[config.mk]
export PLATFORM = sky130hd
export DESIGN_NAME = psum_accumulator
export DESIGN_NICKNAME = d
export VERILOG_FILES = /design/src/rtl/psum_accumulator.sv
export SDC_FILE = /design/constraint.sdc
export NUM_CORES = 2
export LEC_CHECK = 0
export ABC_AREA = 1
export ABC_CLOCK_PERIOD_IN_PS = 6600
export CAP_MARGIN = 20
export CELL_PAD_IN_SITES_DETAIL_PLACEMENT = 1
export CELL_PAD_IN_SITES_GLOBAL_PLACEMENT = 1
export CORE_AREA = 3 3 621 623
export CTS_CLUSTER_SIZE = 12
export DETAILED_ROUTE_END_ITERATION = 6
export DIE_AREA = 0 0 624 626
export PLACE_DENSITY_LB_ADDON = 0.05
export SKIP_CTS_REPAIR_TIMING = 1
export SLEW_MARGIN = 20
export SYNTH_ARGS = -nofsm -noshare
export SYNTH_HDL_FRONTEND = slang
export SYNTH_SLANG_ARGS = --single-unit
[constraint.sdc]
create_clock -name clk -period 6.6 [get_ports clk]
set_input_delay 1.32 -clock clk [delete_from_list [all_inputs] [get_ports clk]]
set_output_delay 1.32 -clock clk [all_outputs]
set_load 0.005 [all_outputs]
[src/rtl/psum_accumulator.sv]
// Accumulates K-tile partial-sum vectors plus a bias vector into one output tile per reduction.
// Optional lane saturation is enabled by defining PSUM_ACC_SAT_EN; otherwise lanes wrap.
module psum_accumulator #(
    parameter int unsigned SIZE       = 16,
    parameter int unsigned VLEN       = 16,
    parameter int unsigned DATA_WIDTH = 32,
    parameter int unsigned REG_WIDTH  = 32
) (
    input  logic                         clk,
    input  logic                         rst_n,
    input  logic                         init_cfg,
    input  logic [REG_WIDTH-1:0]         k,
    input  logic                         psum_valid,
    output logic                         psum_ready,
    input  logic [DATA_WIDTH*SIZE-1:0]   psum_in,
    input  logic                         bias_valid,
    input  logic [DATA_WIDTH*SIZE-1:0]   bias_in,
    output logic                         partial_sum_calc_over,
    output logic                         tile_calc_over,
    output logic                         out_valid,
    input  logic                         out_ready,
    output logic [DATA_WIDTH*SIZE-1:0]   data_out,
    output logic                         sat_flag
);

    localparam int unsigned VecW = DATA_WIDTH * SIZE;
    localparam logic [REG_WIDTH-1:0] VLenW = REG_WIDTH'(VLEN);

    typedef enum logic [1:0] {StIdle, StAcc, StOut} state_e;

    state_e                 state_q, state_d;
    logic [REG_WIDTH-1:0]   num_k_q, num_k_d;
    logic [REG_WIDTH-1:0]   k_cnt_q, k_cnt_d;
    logic [VecW-1:0]        acc_q, acc_d;
    logic                   psc_q, psc_d;
    logic                   tile_q, tile_d;
    logic [VecW-1:0]        sum_vec;
    logic                   any_sat;
    logic [REG_WIDTH-1:0]   num_k_cfg;
    logic                   fire;

    // ceil(k / VLEN) without risking overflow of k + VLEN - 1
    assign num_k_cfg = (k / VLenW) + {{(REG_WIDTH-1){1'b0}}, ((k % VLenW) != '0)};

    assign psum_ready = (state_q == StAcc) && !init_cfg && ((k_cnt_q != '0) || bias_valid);
    assign fire       = psum_valid && psum_ready;
    assign out_valid  = (state_q == StOut);
    assign data_out   = acc_q;
    assign partial_sum_calc_over = psc_q;
    assign tile_calc_over        = tile_q;

    always_comb begin
        logic [DATA_WIDTH-1:0] base;
        logic [DATA_WIDTH-1:0] lane;
`ifdef PSUM_ACC_SAT_EN
        logic [DATA_WIDTH:0]   wide;
        wide = '0;
`endif
        sum_vec = '0;
        any_sat = 1'b0;
        base    = '0;
        lane    = '0;
        for (int i = 0; i < SIZE; i++) begin
            // First beat of a tile seeds the lane with bias instead of the running sum
            base = (k_cnt_q == '0) ? bias_in[i*DATA_WIDTH +: DATA_WIDTH]
                                   : acc_q[i*DATA_WIDTH +: DATA_WIDTH];
            lane = psum_in[i*DATA_WIDTH +: DATA_WIDTH];
`ifdef PSUM_ACC_SAT_EN
            wide = {base[DATA_WIDTH-1], base} + {lane[DATA_WIDTH-1], lane};
            if (wide[DATA_WIDTH] != wide[DATA_WIDTH-1]) begin
                any_sat = 1'b1;
                sum_vec[i*DATA_WIDTH +: DATA_WIDTH] =
                    wide[DATA_WIDTH] ? {1'b1, {(DATA_WIDTH-1){1'b0}}}
                                     : {1'b0, {(DATA_WIDTH-1){1'b1}}};
            end else begin
                sum_vec[i*DATA_WIDTH +: DATA_WIDTH] = wide[DATA_WIDTH-1:0];
            end
`else
            sum_vec[i*DATA_WIDTH +: DATA_WIDTH] = base + lane;
`endif
        end
    end

`ifdef PSUM_ACC_SAT_EN
    logic sat_q, sat_d;
    assign sat_flag = sat_q;

    always_comb begin
        sat_d = sat_q;
        if (init_cfg) begin
            sat_d = 1'b0;
        end else if (fire && any_sat) begin
            sat_d = 1'b1;
        end
    end

    always_ff @(posedge clk or negedge rst_n) begin
        if (!rst_n) begin
            sat_q <= 1'b0;
        end else begin
            sat_q <= sat_d;
        end
    end
`else
    assign sat_flag = 1'b0;
`endif

    always_comb begin
        state_d = state_q;
        num_k_d = num_k_q;
        k_cnt_d = k_cnt_q;
        acc_d   = acc_q;
        psc_d   = 1'b0;
        tile_d  = 1'b0;
        if (init_cfg) begin
            num_k_d = num_k_cfg;
            k_cnt_d = '0;
            acc_d   = '0;
            state_d = (num_k_cfg != '0) ? StAcc : StIdle;
        end else begin
            unique case (state_q)
                StAcc: begin
                    if (fire) begin
                        acc_d   = sum_vec;
                        k_cnt_d = k_cnt_q + REG_WIDTH'(1);
                        psc_d   = 1'b1;
                        if (k_cnt_q + REG_WIDTH'(1) == num_k_q) begin
                            state_d = StOut;
                        end
                    end
                end
                StOut: begin
                    if (out_ready) begin
                        state_d = StAcc;
                        k_cnt_d = '0;
                        acc_d   = '0;
                        tile_d  = 1'b1;
                    end
                end
                default: ;
            endcase
        end
    end

    always_ff @(posedge clk or negedge rst_n) begin
        if (!rst_n) begin
            state_q <= StIdle;
            num_k_q <= '0;
            k_cnt_q <= '0;
            acc_q   <= '0;
            psc_q   <= 1'b0;
            tile_q  <= 1'b0;
        end else begin
            state_q <= state_d;
            num_k_q <= num_k_d;
            k_cnt_q <= k_cnt_d;
            acc_q   <= acc_d;
            psc_q   <= psc_d;
            tile_q  <= tile_d;
        end
    end

endmodule

==> qor.log <==
qor: outcome.run_status complete, no violations
qor: global_route.gr-usage-all-layers 21.79%
qor: clock_tree.clk_path_buf_depth 4
qor: layout.layout_commonest_cell sky130_fd_sc_hd__nand2_1
qor: synth.synth_simple_gate_area_share 26.45%
qor: worst_setup_path.kind_of_capture_point_of_the_worst_setup_path register
qor: placed_design.dp.final_hpwl 372.6 mm
qor: worst_setup_path.arrival 6250 ps
qor: synth.synth_seq_cells 577
qor: layout.fillCellCount 46209
qor: drt.vias_per_cell 4.427
qor: layout.layout.core_utilization 21.92%
qor: layout.area.growth.synth_to_final 44.37%
qor: timing.fmax 182.8 MHz
qor: floorplanning.die_footprint 390600 µm²
qor: timing.slew_viol_final 0
qor: timing.post-route-min-period 5471 ps
qor: drt.number_of_drc_markers_after_the_initial_detailed_route_iteration 3086
qor: worst_setup_path.cp_data_required_time 7380 ps
qor: clock_tree.clock_sinks 577
qor: floorplanning.ioPinCount 1579
qor: timing.final-hold-violation-count 0
qor: drt.route.antenna.remaining_nets 0
qor: clock_tree.clk_pin_slew_worst_paths 60 ps
qor: timing.slew_headroom 36.01%
qor: synth.yosys-mux-area-fraction 0%
qor: placed_design.dpl_worst_slack 1018 ps
qor: synth.synth_top_area_share 24.93%
qor: synth.mappedNetlistNets 10585
qor: clock_tree.tritoncts yes
qor: clock_tree.cell_chosen_for_the_clock_root sky130_fd_sc_hd__clkbuf_16
qor: synth.post_synth_main_area_contributors sky130_fd_sc_hd__dfrtp_1, sky130_fd_sc_hd__ha_1, sky130_fd_sc_hd__nand2_1
qor: pwr.pwr_density_cell 262.7 nW/µm²
qor: worst_setup_path.critical_path_class register to register
qor: drt.drt-wirelength-per-cell 28.27 µm
qor: drt.vias 69148
qor: synth.yosysTopAreaCell sky130_fd_sc_hd__dfrtp_1
qor: global_route.grt_start_max_net_pins 104
qor: synth.yosys.cell_types.count 46
qor: timing.worst_margin_pin_slew 949.8 ps
qor: floorplanning.rows 227
qor: synth.asyncSetResetFlopFracSynth 100.0%
qor: timing.min_period_over_period 82.90%
qor: drt.first_pass_iters 6
qor: pwr.cellLeakagePower 35.89 nW
qor: timing.rsz0062_at_grt false
qor: timing.worst_skew 39.67 ps
qor: floorplanning.die_w 624 µm
qor: timing.fin_setup_tns 0 ps
qor: hold_path.hold_path_class primary input to asynchronous set/reset pin
qor: clock_tree.cts_inserted_buffers 109
qor: worst_setup_path.timing.critical_path.from_type register
qor: drt.post-route-drc-count 0
qor: pwr.totalPowerFinal 21.96 mW
qor: floorplanning.vertical_die_dimension 626 µm
qor: layout.most_used_cells_in_the_layout_excluding_fill_and_tap_cells sky130_fd_sc_hd__nand2_1, sky130_fd_sc_hd__clkdlybuf4s50_1, sky130_fd_sc_hd__nor2_1
qor: synth.ys_warn_count 0
qor: timing.setup_violations 0
qor: layout.finish.net_count 12109
qor: worst_setup_path.startpoint k_cnt_q[0]$_DFFE_PN0P_
qor: worst_setup_path.setup_slack_of_the_most_critical_reg_to_reg_path 1130 ps
qor: synth.synth_xor_xnor_area_share 3.858%
qor: global_route.first_global_vias 74341
qor: synth.number_of_synthesized_flops_with_an_enable_pin 0
qor: placed_design.gp_congestion 0.8740
qor: synth.synth_compound_area_share 22.46%
qor: floorplanning.floorplan.initialDensity 15.18%
qor: clock_tree.cts-htree-levels 3
qor: floorplanning.fp.coreArea 381400 µm²
qor: timing.worst_slack 1129 ps
qor: worst_setup_path.crit-reg2reg-launch k_cnt_q[0]$_DFFE_PN0P_
qor: synth.fraction_of_the_mapped_netlist_area_in_adder_cells 13.77%
qor: placed_design.io_buffers 1577
qor: worst_setup_path.crit_fanout 91
qor: pwr.ir_drop 0.2015 mV
qor: global_route.overflow 0
qor: drt.routed_wl 441.6 mm
qor: layout.fraction_of_layout_instances_using_a_drive_strength_above_1 2.505%
qor: clock_tree.worstSkewPairLatency 870 ps
qor: synth.syn_area 57920 µm²
qor: global_route.grt_antenna_before_repair 317
qor: synth.synthesis.instances 8895
qor: global_route.wire_length_of_the_first_global_routing_pass 603.2 mm
qor: synth.ys_seq_area_share 24.93%
qor: synth.avgSynthCellArea 6.511 µm²
qor: synth.synth_top_family_by_area simple AND/OR/NAND/NOR gates
qor: flow_run.drv.max_cap_violation_count 0
qor: synth.synth_ff_type sky130_fd_sc_hd__dfrtp_1
registers in the layout, indices dropped and copies added, names as in the netlist:
signal,flops
k_cnt_q,32
num_k_q,29
partial_sum_calc_over,1
state_q,2
data_out,512
tile_calc_over,1
critical path, cell delays in order, from the launching register on:
cell	delay [ps]
sky130_fd_sc_hd__dfrtp_1	420
sky130_fd_sc_hd__inv_1	160
sky130_fd_sc_hd__ha_1	200
sky130_fd_sc_hd__nand4_1	110
sky130_fd_sc_hd__nor4_2	280
sky130_fd_sc_hd__nand4_1	570
sky130_fd_sc_hd__buf_12	400
sky130_fd_sc_hd__buf_12	240
sky130_fd_sc_hd__nor2_1	310
sky130_fd_sc_hd__a21oi_1	100
sky130_fd_sc_hd__ha_1	370
sky130_fd_sc_hd__nand2_1	90
sky130_fd_sc_hd__o21ai_0	180
sky130_fd_sc_hd__a21oi_1	120
sky130_fd_sc_hd__o21ai_0	700
sky130_fd_sc_hd__nand2_1	150
sky130_fd_sc_hd__nand3_1	120
sky130_fd_sc_hd__o21ai_0	230
sky130_fd_sc_hd__a21oi_1	190
sky130_fd_sc_hd__o21ai_0	130
sky130_fd_sc_hd__o21ai_1	120
through the flow:
stage               cell area (µm²)  hold slack (ps)  instances
floorplan                     57920            449.1       8895
CTS                           83410            425.2      15536
global route                  83520            475.5      15578
finish                        83620            480.3      15619
detailed placement            79880            477.9      15346
global placement              79880            472.7      15346
per-layer routing:
| metal | vias up | track usage (%) | routed length [µm] |
|---|---|---|---|
| met2 | 1712 | 40.65 | 229400 |
| met3 | 766 | 5.507 | 25570 |
| met1 | 33569 | 23.24 | 167400 |
| li1 | 32983 | - | - |
| met5 | - | 0 | 764 |
| met4 | 118 | 8.622 | 18490 |
path summary, 6_finish.rpt:
| kind | endpoint | cells after the start |
|---|---|---|
| min | data_out[247]$_DFFE_PN0P_ | 1 |
| min reg2reg | state_q[1]$_DFFE_PN0P_ | 2 |
| min in group clk | state_q[1]$_DFFE_PN0P_ | 2 |
| max | data_out[275]$_DFFE_PN0P_ | 20 |
| max reg2reg | data_out[275]$_DFFE_PN0P_ | 20 |
| max in group asynchronous | data_out[127]$_DFFE_PN0P_ | 2 |
layout make-up:
class | instances | area (µm²) | area share [%]
antenna | 83 | 207.7 | 0.2484
clock buffer | 165 | 3251 | 3.887
clock inverter | 25 | 282.8 | 0.3382
inverter | 1016 | 3829 | 4.579
multi-input combinational | 7061 | 38560 | 46.12
sequential | 577 | 14440 | 17.27
tap | 5038 | 6304 | 7.538
timing repair buffer | 1654 | 16740 | 20.02
cell families (layout without fill, tap and decap cells):
family                   Yosys count  after routing
buffers and inverters           1257           2860
flip-flops                       577            577
AND/OR/NAND/NOR                 3788           3788
AO/OA/AOI/OAI                   2392           2392
XOR/XNOR                         252            252
other                              1             84
adder cells (fa/ha/maj)          628            628
cells in the mapped netlist (26+ instances only):
| cell | count |
|---|---|
| sky130_fd_sc_hd__inv_1 | 1009 |
| sky130_fd_sc_hd__nand3_1 | 346 |
| sky130_fd_sc_hd__o21ai_0 | 672 |
| sky130_fd_sc_hd__a31oi_1 | 44 |
| sky130_fd_sc_hd__a211oi_1 | 26 |
| sky130_fd_sc_hd__nand3b_1 | 50 |
| sky130_fd_sc_hd__xor2_1 | 104 |
| sky130_fd_sc_hd__buf_2 | 90 |
| sky130_fd_sc_hd__nand4_1 | 68 |
| sky130_fd_sc_hd__nor3_1 | 101 |
| sky130_fd_sc_hd__xnor2_1 | 146 |
| sky130_fd_sc_hd__clkbuf_1 | 121 |
| sky130_fd_sc_hd__buf_4 | 27 |
| sky130_fd_sc_hd__o21ai_1 | 66 |
| sky130_fd_sc_hd__nor2_1 | 1461 |
| sky130_fd_sc_hd__a21oi_1 | 1105 |
| sky130_fd_sc_hd__o21bai_1 | 41 |
| sky130_fd_sc_hd__ha_1 | 612 |
| sky130_fd_sc_hd__o22ai_1 | 266 |
| sky130_fd_sc_hd__dfrtp_1 | 577 |
| sky130_fd_sc_hd__a21o_1 | 71 |
| sky130_fd_sc_hd__o211ai_1 | 29 |
| sky130_fd_sc_hd__nand2_1 | 1711 |
power breakdown:
part / switching (mW) / total (mW) / internal, mW
sequential: 0.299 / 4.19 / 3.89
combinational: 7.55 / 11.7 / 4.19
clock: 2.45 / 6.03 / 3.58
No activity file was read; power rests on OpenSTA's default activity.
